**config.mk**
```make
export PLATFORM = sky130hd
export DESIGN_NAME = calc_seq
export DESIGN_NICKNAME = d
export VERILOG_FILES = /design/src/rtl/calc_seq.sv
export SDC_FILE = /design/constraint.sdc
export NUM_CORES = 1
export LEC_CHECK = 0
export CAP_MARGIN = 15
export CORE_MARGIN = 2
export CORE_UTILIZATION = 60
export CTS_CLUSTER_SIZE = 28
export DETAILED_ROUTE_END_ITERATION = 8
export MAX_ROUTING_LAYER = met4
export PLACE_DENSITY = 0.75
export SLEW_MARGIN = 20
export SYNTH_ARGS = -nofsm -noshare
export SYNTH_HDL_FRONTEND = slang
export SYNTH_SLANG_ARGS = --single-unit
```
**constraint.sdc**
```tcl
create_clock -name clk -period 6.05 [get_ports clk]
set_input_delay 1.21 -clock clk [delete_from_list [all_inputs] [get_ports clk]]
set_output_delay 1.21 -clock clk [all_outputs]
set_load 0.02 [all_outputs]
```
**src/rtl/calc_seq.sv**
```systemverilog
// Serial-entry calculator: operand A, operator, optional operand B over one valid/ready port.
// Iterative shift-add multiplier for MUL/SQR; result may be chained back into operand A.
module calc_seq #(
    parameter int WIDTH = 16,
    parameter int OPW   = 3
) (
    input  logic             clk,
    input  logic             rst,
    input  logic             validIn,
    output logic             readyIn,
    input  logic [WIDTH-1:0] dataIn,
    input  logic             chainIn,
    output logic [WIDTH-1:0] dataOut,
    output logic             validOut,
    output logic             ovfOut,
    output logic             errOut
);
    // state  | meaning
    // S_OPA  | waiting for operand A
    // S_OPR  | waiting for operator word
    // S_OPB  | waiting for operand B (binary ops)
    // S_EXEC | computing; MUL/SQR spend one setup cycle then WIDTH iterations
    // S_RES  | publish result, optionally chain it into A
    typedef enum logic [2:0] {S_OPA, S_OPR, S_OPB, S_EXEC, S_RES} state_t;

    localparam int CW = $clog2(WIDTH);
    localparam logic [OPW-1:0] OP_ADD = OPW'(0);
    localparam logic [OPW-1:0] OP_SUB = OPW'(1);
    localparam logic [OPW-1:0] OP_SQR = OPW'(2);
    localparam logic [OPW-1:0] OP_MUL = OPW'(3);
    localparam logic [OPW-1:0] OP_INC = OPW'(4);
    localparam logic [OPW-1:0] OP_DEC = OPW'(5);
    localparam logic [OPW-1:0] OP_CLR = OPW'(6);

    state_t               state_q, state_d;
    logic [WIDTH-1:0]     a_q, a_d, b_q, b_d;
    logic [OPW-1:0]       op_q, op_d;
    logic [CW-1:0]        cnt_q, cnt_d;
    logic                 run_q, run_d;
    logic [2*WIDTH-1:0]   mcand_q, mcand_d, prod_q, prod_d;
    logic [WIDTH-1:0]     mplier_q, mplier_d;
    logic [WIDTH-1:0]     res_q, res_d;
    logic                 rovf_q, rovf_d;
    logic [WIDTH-1:0]     dout_q, dout_d;
    logic                 ovf_q, ovf_d, vout_q, vout_d, err_q, err_d;
    logic                 accept;
    logic [OPW-1:0]       op_in;

    assign readyIn  = (state_q == S_OPA) || (state_q == S_OPR) || (state_q == S_OPB);
    assign accept   = validIn && readyIn;
    assign op_in    = dataIn[OPW-1:0];
    assign dataOut  = dout_q;
    assign validOut = vout_q;
    assign ovfOut   = ovf_q;
    assign errOut   = err_q;

    always_comb begin
        state_d  = state_q;
        a_d      = a_q;
        b_d      = b_q;
        op_d     = op_q;
        cnt_d    = cnt_q;
        run_d    = run_q;
        mcand_d  = mcand_q;
        mplier_d = mplier_q;
        prod_d   = prod_q;
        res_d    = res_q;
        rovf_d   = rovf_q;
        dout_d   = dout_q;
        ovf_d    = ovf_q;
        vout_d   = 1'b0;
        err_d    = 1'b0;
        case (state_q)
            S_OPA: begin
                if (accept) begin
                    a_d     = dataIn;
                    state_d = S_OPR;
                end
            end
            S_OPR: begin
                if (accept) begin
                    op_d = op_in;
                    if (op_in == OP_ADD || op_in == OP_SUB || op_in == OP_MUL) begin
                        state_d = S_OPB;
                    end else if (op_in == OP_SQR || op_in == OP_INC || op_in == OP_DEC) begin
                        state_d = S_EXEC;
                    end else if (op_in == OP_CLR) begin
                        dout_d  = '0;
                        ovf_d   = 1'b0;
                        state_d = S_OPA;
                    end else begin
                        err_d   = 1'b1;
                        state_d = S_OPA;
                    end
                end
            end
            S_OPB: begin
                if (accept) begin
                    b_d     = dataIn;
                    state_d = S_EXEC;
                end
            end
            S_EXEC: begin
                case (op_q)
                    OP_ADD: begin
                        {rovf_d, res_d} = {1'b0, a_q} + {1'b0, b_q};
                        state_d = S_RES;
                    end
                    OP_SUB: begin
                        res_d   = a_q - b_q;
                        rovf_d  = (a_q < b_q);
                        state_d = S_RES;
                    end
                    OP_INC: begin
                        res_d   = a_q + WIDTH'(1);
                        rovf_d  = &a_q;
                        state_d = S_RES;
                    end
                    OP_DEC: begin
                        res_d   = a_q - WIDTH'(1);
                        rovf_d  = (a_q == '0);
                        state_d = S_RES;
                    end
                    default: begin
                        if (!run_q) begin
                            run_d    = 1'b1;
                            cnt_d    = CW'(WIDTH - 1);
                            mcand_d  = {{WIDTH{1'b0}}, a_q};
                            mplier_d = (op_q == OP_SQR) ? a_q : b_q;
                            prod_d   = '0;
                        end else begin
                            if (mplier_q[0]) begin
                                prod_d = prod_q + mcand_q;
                            end
                            mcand_d  = mcand_q << 1;
                            mplier_d = mplier_q >> 1;
                            cnt_d    = cnt_q - CW'(1);
                            // terminal count: this was the last partial product
                            if (cnt_q == '0) begin
                                run_d   = 1'b0;
                                res_d   = prod_d[WIDTH-1:0];
                                rovf_d  = |prod_d[2*WIDTH-1:WIDTH];
                                state_d = S_RES;
                            end
                        end
                    end
                endcase
            end
            S_RES: begin
                dout_d = res_q;
                ovf_d  = rovf_q;
                vout_d = 1'b1;
                if (chainIn) begin
                    a_d     = res_q;
                    state_d = S_OPR;
                end else begin
                    state_d = S_OPA;
                end
            end
            default: state_d = S_OPA;
        endcase
    end

    always_ff @(posedge clk) begin
        if (rst) begin
            state_q  <= S_OPA;
            a_q      <= '0;
            b_q      <= '0;
            op_q     <= '0;
            cnt_q    <= '0;
            run_q    <= 1'b0;
            mcand_q  <= '0;
            mplier_q <= '0;
            prod_q   <= '0;
            res_q    <= '0;
            rovf_q   <= 1'b0;
            dout_q   <= '0;
            ovf_q    <= 1'b0;
            vout_q   <= 1'b0;
            err_q    <= 1'b0;
        end else begin
            state_q  <= state_d;
            a_q      <= a_d;
            b_q      <= b_d;
            op_q     <= op_d;
            cnt_q    <= cnt_d;
            run_q    <= run_d;
            mcand_q  <= mcand_d;
            mplier_q <= mplier_d;
            prod_q   <= prod_d;
            res_q    <= res_d;
            rovf_q   <= rovf_d;
            dout_q   <= dout_d;
            ovf_q    <= ovf_d;
            vout_q   <= vout_d;
            err_q    <= err_d;
        end
    end
endmodule

```
==> run_results.csv, run 1 <==
group,metric,value,unit
outcome,status,"completed",
routing,route.detailed.drc,0,
floorplanning,core,0.0172,mm^2
clocking,path_clk_slew,80,ps
logic_synthesis,synthArstFlopShare,0,
clocking,cts_resized,0,
routing,avgViaCountPerCell,6.31,
placed_design,dp_hpwl,21400,um
clocking,cts_max_path_buffers,2,
logic_synthesis,synth_top_family_by_area,"compound AO/OA/AOI/OAI gates",
clocking,cts_setup_buffers,0,
global_route,antenna_found_initial,0,
power,p_clk_frac,0.444,
power,power.internal,1.74,mW
timing,fmax,0.246,GHz
flow_run,maxCapViolCount,0,
placed_design,placed_area,0.0110,mm^2
clocking,cts.sinks,159,
timing,fin_crit_sh,0.673,
power,seqPwrFrac,0.446,
logic_synthesis,synth_compound_area_frac,0.270,
power,power.density,215,mW/mm^2
logic_synthesis,synth_area,0.0105,mm^2
logic_synthesis,synthSimpleGateAreaFrac,0.195,
power,irDropWorstVdd,200,uV
logic_synthesis,syn_inst,1377,
placed_design,port_buffers,39,
floorplanning,rows,48,
floorplanning,initial_utilization,0.611,
floorplanning,fp.dieW,137,um
global_route,grt_max_degree,88,
logic_synthesis,synth-edff-count,0,
routing,firstDrtPassIters,5,
logic_synthesis,ys_warn_count,0,
finish,mostFrequentLayoutCells,"nand2_1, dfxtp_1, a21oi_1",
timing,final.setup.tns,0,ps
worst_setup_path,critPathRequiredTime,6420,ps
global_route,overflow,0,
finish,n_antenna_cell,0,
placed_design,place_congestion,1.02,
timing,finClkSkew,11.6,ps
timing,slew_headroom,0.289,
routing,wirelength,29900,um
logic_synthesis,post-synth-top-area-cell,"dfxtp_1",
worst_setup_path,path_max_fanout,30,
clocking,postCtsHoldBufs,0,
logic_synthesis,synth_xor_area_frac,0.0432,
routing,drt-initial-drc-count,885,
global_route,grt_pass1_vias,9208,
routing,ant_nets,0,
logic_synthesis,synthMuxAreaShare,0.0433,
worst_setup_path,crit_type,"flop to flop",
finish,drive_above_1_share,0.0566,
timing,rsz0062_at_grt,"false",
clocking,cts_tree,"built",
logic_synthesis,syn_avg_cell_area,7.65,um^2
floorplanning,die_area,0.0186,mm^2
clocking,root_buffer,"clkbuf_16",
power,combPwrFrac,0.110,
finish,area_growth,10.2,%
finish,final_nets,1468,
hold_path,min_path_type,"flop to flop",
routing,vias,10100,
floorplanning,io_pins,40,
timing,finalSetupViolations,0,
worst_setup_path,critPathArrivalTime,4440,ps
routing,wl_per_cell,18.7,um
logic_synthesis,synthDistinctLibCells,73,
logic_synthesis,ys_top_cells_by_area,"dfxtp_1, ha_1, nand2_1, a21oi_1, nor2_1",
global_route,grt_pass1_wl,48300,um
logic_synthesis,synth_fa_ha_area_frac,0.100,
clocking,htree_levels,4,
timing,layout_min_cycle_time,4070,ps
timing,drv_slew,0,
global_route,track_usage,0.337,
power,switching_power,0.755,mW
worst_setup_path,worstSetupStartpointType,"flop",
finish,fin_area,0.0116,mm^2
logic_synthesis,synth-seq-area-share,0.302,
timing,holdWs,456,ps
clocking,insertion_delay,450,ps
power,leakage,4.34,nW
finish,layout_commonest_cell,"nand2_1",
timing,tightest_slew,1060,ps
logic_synthesis,syn_nets,1479,
logic_synthesis,synthFlopType,"dfxtp_1",
power,p_sw_frac,0.302,
logic_synthesis,yosys_register_bits,159,
floorplanning,die_h,137,um
timing,hold_viol_final,0,
worst_setup_path,end_kind,"flop",
clocking,cts-buffers-inserted,17,
logic_synthesis,synth_top_area_frac,0.302,
[worst max-delay path, cell delays in order (launching register included)]
cell and delay, ps:
dfxtp_1 980, inv_1 310, nor3_2 240, buf_4 250, ha_1 260, a21o_1 170, a21o_1 210, a211oi_2 230
o21ai_1 140, o41ai_2 290, o22ai_1 170, o41ai_2 250, xnor2_1 120, o221a_1 230, a22oi_1 140
[flip-flops by register name, indices dropped and copies added, names as in the netlist, 3 cells and up]
register  count
a_q          16
b_q          16
cnt_q         4
dataOut      16
mcand_q      32
mplier_q     16
op_q          3
prod_q       32
res_q        16
state_q       3
[layout make-up]
class | count | area, um^2
multi-input cells | 1090 | 6900
inverters | 47 | 176
repair buffers | 51 | 478
flip-flops and latches | 159 | 3180
well taps | 225 | 282
fillers | 1478 | 5620
clock inverters | 14 | 160
clock buffers | 18 | 439
[per-layer routing]
layer | vias to the layer above | routed length, um | global-route usage
met5 | - | 0 | -
met4 | 0 | 784 | 0.109
met3 | 54 | 1960 | 0.0411
met2 | 399 | 13200 | 0.514
met1 | 4718 | 14000 | 0.464
li1 | 4953 | - | -
[synth_stat cells (9+ instances only)]
cell type  instances
a21oi_1          155
a31oi_1           14
ha_1              78
xnor2_1           35
xor2_1            17
nor2_1           136
o31ai_1           10
clkbuf_1          73
o21ai_0           45
o21a_1             9
nand2_1          212
a311oi_1          17
nand3_1           40
a211oi_1          30
nand4_1           10
mux2i_1           31
nor3_1            32
a22oi_1           27
dfxtp_1          159
mux2_2            13
inv_1             45
a21o_1            25
o211ai_1          40
[final timing paths]
| check | end | slack (ps) | depth (start not counted) | startpoint |
|---|---|---|---|---|
| setup reg to reg | res_q[15] | 1980 | 14 | op_q[2] |
| hold reg to reg | mplier_q[6] | 460 | 2 | mplier_q[6] |
| hold / removal | mplier_q[6] | 460 | 2 | mplier_q[6] |
| setup / recovery | res_q[15] | 1980 | 14 | op_q[2] |
[power by group through the flow]
stage               Clock [mW]  Sequential, mW  Combinational (mW)
floorplan                    0            1.11               0.210
global placement             0            1.13               0.267
detailed placement           0            1.13               0.268
CTS                       1.11            1.11               0.270
global route              1.15            1.11               0.303
finish                    1.11            1.11               0.275
[metrics by stage]
step | util | total power [mW] | cells | worst slack, ps
after floorplan | - | 1.32 | 1377 | 2130
after global placement | 0.639 | 1.40 | 1572 | 2090
after detailed placement | 0.639 | 1.40 | 1572 | 2030
after CTS | 0.674 | 2.49 | 1604 | 2040
after global routing | 0.674 | 2.57 | 1604 | 1660
final | 0.674 | 2.50 | 1604 | 1980
[logic make-up (layout without fill, tap and decap cells)]
group,count (synthesis),in the layout
simple gates,477,477
fa+ha+maj,82,82
compound gates,435,435
mux,44,44
flops,159,159
buf+inv,128,130
xor+xnor,52,52
Note: power is estimated with default switching activity, not from simulation.
==> run 2, diff against run 1 <==
--- a/config.mk
+++ b/config.mk
@@ -7,11 +7,11 @@
 export LEC_CHECK = 0
 export CAP_MARGIN = 15
 export CORE_MARGIN = 2
-export CORE_UTILIZATION = 60
+export CORE_UTILIZATION = 56
 export CTS_CLUSTER_SIZE = 28
 export DETAILED_ROUTE_END_ITERATION = 8
 export MAX_ROUTING_LAYER = met4
-export PLACE_DENSITY = 0.75
+export PLACE_DENSITY = 0.73
 export SLEW_MARGIN = 20
 export SYNTH_ARGS = -nofsm -noshare
 export SYNTH_HDL_FRONTEND = slang
==> constraint.sdc (replaced) <==
create_clock -name clk -period 3.7 [get_ports clk]
set_input_delay 0.74 -clock clk [delete_from_list [all_inputs] [get_ports clk]]
set_output_delay 0.74 -clock clk [all_outputs]
set_load 0.02 [all_outputs]
==> run_results.csv, run 2 (synthesis gave the netlist of run 1 again) <==
group,metric,value,unit
outcome,status,"completed",
placed_design,post-place-ws,396,ps
routing,avgViaCountPerCell,6.26,
routing,wl_per_cell,19.4,um
placed_design,place_congestion,0.980,
floorplanning,io_pins,40,
floorplanning,rows,50,
floorplanning,die_area,0.0199,mm^2
floorplanning,core,0.0186,mm^2
global_route,grtUsageMet2,0.525,
floorplanning,fp.dieW,141,um
finish,fillers,1667,
worst_setup_path,path_max_fanout,3,
worst_setup_path,path_delay_family,"compound AO/OA/AOI/OAI gates",
flow_run,maxCapViolCount,0,
clocking,root_buffer,"clkbuf_16",
timing,hold_viol_final,0,
timing,final.setup.tns,0,ps
global_route,grt_pass1_wl,50500,um
clocking,cts_tree,"built",
power,power.density,346,mW/mm^2
clocking,cts.sinks,159,
clocking,insertion_delay,440,ps
worst_setup_path,worst-path-buf-inv,0,
global_route,track_usage,0.327,
timing,layout_min_cycle_time,3420,ps
power,p_sw_frac,0.291,
clocking,postCtsHoldBufs,0,
routing,ant_nets,0,
worst_setup_path,cp_cell_sequence,"ha_1 > fa_1 > a211oi_1 > o21ai_1 > and3b_1 > o21ai_1 > and3_1 > o31ai_1 > a2111oi_0 > nand4_1 > nor4b_1 > a31oi_1",
worst_setup_path,slowest_delay,440,ps
power,p_clk_frac,0.435,
worst_setup_path,startpoint,"mcand_q[0]",
global_route,grtUsageMet1,0.427,
clocking,htree_levels,4,
finish,drive_above_1_share,0.0673,
finish,top_regs,"mcand_q x32, prod_q x32",
routing,vias,10200,
worst_setup_path,worstSetupStartpointType,"flop",
hold_path,hp-start,"mplier_q[8]",
worst_setup_path,cpMaxStageDelayCell,"fa_1",
placed_design,port_buffers,39,
timing,fmax,0.293,GHz
floorplanning,die_h,141,um
timing,finalSetupViolations,0,
worst_setup_path,crit_type,"flop to flop",
finish,layout_commonest_cell,"nand2_1",
global_route,grt_pass1_vias,9430,
floorplanning,initial_utilization,0.567,
clocking,cts_resized,0,
worst_setup_path,end_kind,"flop",
worst_setup_path,critPathArrivalTime,3740,ps
timing,finClkSkew,14.5,ps
finish,area_growth,11.4,%
timing,rsz0062_at_grt,"false",
clocking,cts_setup_buffers,0,
power,irDropWorstVdd,317,uV
placed_design,dp_hpwl,22400,um
global_route,grt_max_degree,87,
power,fin_total_pwr,4.06,mW
clocking,path_clk_slew,70,ps
worst_setup_path,regToRegStartpoint,"mcand_q[0]",
power,power.internal,2.88,mW
clocking,cts_max_path_buffers,2,
timing,slew_headroom,0.333,
finish,final-seq-area,0.00318,mm^2
finish,n_antenna_cell,0,
global_route,overflow,0,
finish,mostFrequentLayoutCells,"nand2_1, dfxtp_1, a21oi_1",
routing,drt-initial-drc-count,887,
global_route,grt_use_met3,0.0516,
routing,route.detailed.drc,0,
finish,final_nets,1485,
timing,drv_slew,0,
worst_setup_path,critical_path.most_common_cell,"o21ai_1",
power,combPwrFrac,0.125,
routing,firstDrtPassIters,5,
global_route,grt_busiest_layer,"met2",
power,seqPwrFrac,0.440,
timing,tightest_slew,993,ps
routing,wirelength,31600,um
power,leakage,4.42,nW
timing,fin_crit_sh,0.924,
finish,multi_input_comb_area,0.00690,mm^2
hold_path,min_path_type,"flop to flop",
global_route,antenna_found_initial,0,
clocking,cts-buffers-inserted,17,
power,switching_power,1.18,mW
worst_setup_path,critPathRequiredTime,4030,ps
timing,setup_slack,283,ps
finish,final_core_util,0.632,
==> run 2: cell types whose count changed in the layout (fill, tap and decap cells not counted), sizes merged <==
cell      change
clkinvlp      +1
clkbuf        -1
bufinv        +1
inv           +1
buf          +17
clkinv        -2
==> run 2: power groups by stage <==
stage	clock (mW)	sequential, mW	combinational, mW
global route	1.85	1.79	0.554
global placement	0	1.83	0.497
detailed placement	0	1.83	0.497
CTS	1.78	1.79	0.499
floorplan	0	1.81	0.343
finish	1.77	1.79	0.508
==> run 2: cell type report <==
cell class                 count  share of cell area
clock buffer                  17              0.0362
sequential                   159               0.271
inverter                      47              0.0150
multi-input combinational   1090               0.587
timing repair buffer          68              0.0527
tap                          234              0.0249
clock inverter                15              0.0125
==> run 2: per-layer routing <==
metal  vias up  routed length (um)
met4         0                 735
met3        53                2130
li1       4973                   -
met1      4792               14100
met5         -                   0
met2       378               14700
==> run 2: final timing paths <==
kind,endpoint,slack [ps],cells past startpoint
worst min-delay path,mplier_q[8],460,2
worst min register to register,mplier_q[8],460,2
worst max register to register,rovf_q,280,12
worst max-delay path,rovf_q,280,12
==> run 2: worst reg2reg max path, delay by kind of cell (launching register included) <==
family,cells,cell delay (ps)
AO/OA/AOI/OAI,6,1350
flip-flops,1,330
adder cells (fa/ha/maj),2,680
AND/OR/NAND/NOR,4,940
==> run 2: through the flow <==
step / cell area, um^2 / hold WS [ps] / std cells
finish: 11700 / 457 / 1630
global route: 11700 / 469 / 1630
CTS: 11700 / 458 / 1630
detailed placement: 11200 / 448 / 1598
global placement: 11200 / 442 / 1598
floorplan: 10500 / 432 / 1377
==> run 3, diff against run 2 <==
--- a/config.mk
+++ b/config.mk
@@ -7,11 +7,11 @@
 export LEC_CHECK = 0
 export CAP_MARGIN = 15
 export CORE_MARGIN = 2
-export CORE_UTILIZATION = 56
+export CORE_UTILIZATION = 60
 export CTS_CLUSTER_SIZE = 28
 export DETAILED_ROUTE_END_ITERATION = 8
 export MAX_ROUTING_LAYER = met4
-export PLACE_DENSITY = 0.73
+export PLACE_DENSITY = 0.75
 export SLEW_MARGIN = 20
 export SYNTH_ARGS = -nofsm -noshare
 export SYNTH_HDL_FRONTEND = slang
==> constraint.sdc (replaced) <==
create_clock -name clk -period 3.9 [get_ports clk]
set_input_delay 0.78 -clock clk [delete_from_list [all_inputs] [get_ports clk]]
set_output_delay 0.78 -clock clk [all_outputs]
set_load 0.02 [all_outputs]
==> run_results.csv, run 3 (synthesis gave the netlist of run 1 again) <==
group,metric,value,unit
floorplanning,io_pins,40,
floorplanning,die_area,0.0186,mm^2
floorplanning,rows,48,
placed_design,port_buffers,39,
clocking,cts_max_path_buffers,2,
placed_design,post-place-ws,623,ps
flow_run,maxCapViolCount,0,
power,power.density,332,mW/mm^2
power,leakage,4.41,nW
finish,area_growth,11.4,%
timing,finClkSkew,13.6,ps
outcome,status,"completed",
clocking,cts.sinks,159,
clocking,root_buffer,"clkbuf_16",
timing,hold_viol_final,0,
worst_setup_path,critPathRequiredTime,4220,ps
timing,fin_crit_sh,0.851,
finish,drive_above_1_share,0.0646,
routing,avgViaCountPerCell,6.30,
placed_design,place_congestion,0.951,
clocking,cts_setup_buffers,0,
floorplanning,initial_utilization,0.611,
clocking,insertion_delay,440,ps
finish,fillers,1500,
worst_setup_path,crit_type,"flop to flop",
clocking,cts_resized,0,
clocking,cts_tree,"built",
timing,slew_headroom,0.301,
finish,final-seq-area,0.00318,mm^2
clocking,postCtsHoldBufs,0,
routing,ant_nets,0,
timing,setup_slack,580,ps
timing,drv_slew,0,
timing,layout_min_cycle_time,3320,ps
finish,top_regs,"mcand_q x32, prod_q x32",
floorplanning,core,0.0172,mm^2
timing,rsz0062_at_grt,"false",
finish,n_antenna_cell,0,
hold_path,min_path_type,"flop to flop",
worst_setup_path,critPathArrivalTime,3640,ps
clocking,cts-buffers-inserted,17,
global_route,grt_pass1_vias,9546,
finish,mostFrequentLayoutCells,"nand2_1, dfxtp_1, a21oi_1",
routing,route.detailed.drc,0,
finish,multi_input_comb_area,0.00690,mm^2
timing,tightest_slew,1040,ps
timing,final.setup.tns,0,ps
global_route,overflow,0,
floorplanning,die_h,137,um
routing,vias,10200,
timing,finalSetupViolations,0,
floorplanning,fp.dieW,137,um
routing,firstDrtPassIters,5,
placed_design,dp_hpwl,22200,um
power,irDropWorstVdd,322,uV
finish,layout_commonest_cell,"nand2_1",
clocking,htree_levels,4,
global_route,track_usage,0.353,
global_route,grt_pass1_wl,49800,um
timing,fmax,0.301,GHz
global_route,antenna_found_initial,0,
finish,final_nets,1484,
global_route,grt_max_degree,159,
routing,wl_per_cell,19.2,um
worst_setup_path,end_kind,"flop",
clocking,path_clk_slew,70,ps
routing,wirelength,31000,um
routing,drt-initial-drc-count,842,
worst_setup_path,worstSetupStartpointType,"flop",
worst_setup_path,path_max_fanout,3,
[run 3: final timing paths]
check,slack (ps),endpoint,cells past startpoint,startpoint
max,580,rovf_q,12,mcand_q[0]
min,460,mplier_q[1],2,mplier_q[1]
max reg2reg,580,rovf_q,12,mcand_q[0]
min reg2reg,460,mplier_q[1],2,mplier_q[1]
[run 3: report_power, final]
part           internal (mW)  leakage, nW  switching [mW]
logic                  0.183         2.84           0.290
registers               1.65         1.29          0.0501
clock network           1.01        0.283           0.715
[run 3: area by class of cell]
type,count,area share
Clock inverter,12,0.0139
Timing Repair Buffer,67,0.0520
Tap cell,225,0.0240
Inverter,47,0.0150
Clock buffer,18,0.0366
Sequential cell,159,0.271
Multi-Input combinational cell,1090,0.587
[run 3: critical path, cell delays in order (launching register included)]
cell       delay, ps
dfxtp_1          330
ha_1             240
fa_1             430
a211oi_1         320
o21ai_1          180
and3b_1          190
o21ai_1          260
and3_1           200
o31ai_1           80
a2111oi_0        350
nand4_1          200
nor4b_1          320
a31oi_1          110
[run 3: metal layers]
layer	vias up	part of all wire	track usage
met3	63	0.071	0.0644
met2	370	0.45	0.534
met5	-	0	-
met4	0	0.031	0.141
met1	4787	0.45	0.465
li1	4980	-	-
[run 3: per-stage QoR]
stage | area (um^2) | std cells | hold WS [ps] | utilization | total power, mW
global route | 11700 | 1618 | 471 | 0.681 | 4.03
global placement | 11100 | 1588 | 443 | 0.647 | 2.19
CTS | 11700 | 1618 | 456 | 0.681 | 3.90
floorplan | 10500 | 1377 | 432 | - | 2.05
finish | 11700 | 1618 | 455 | 0.681 | 3.89
detailed placement | 11100 | 1588 | 447 | 0.647 | 2.20
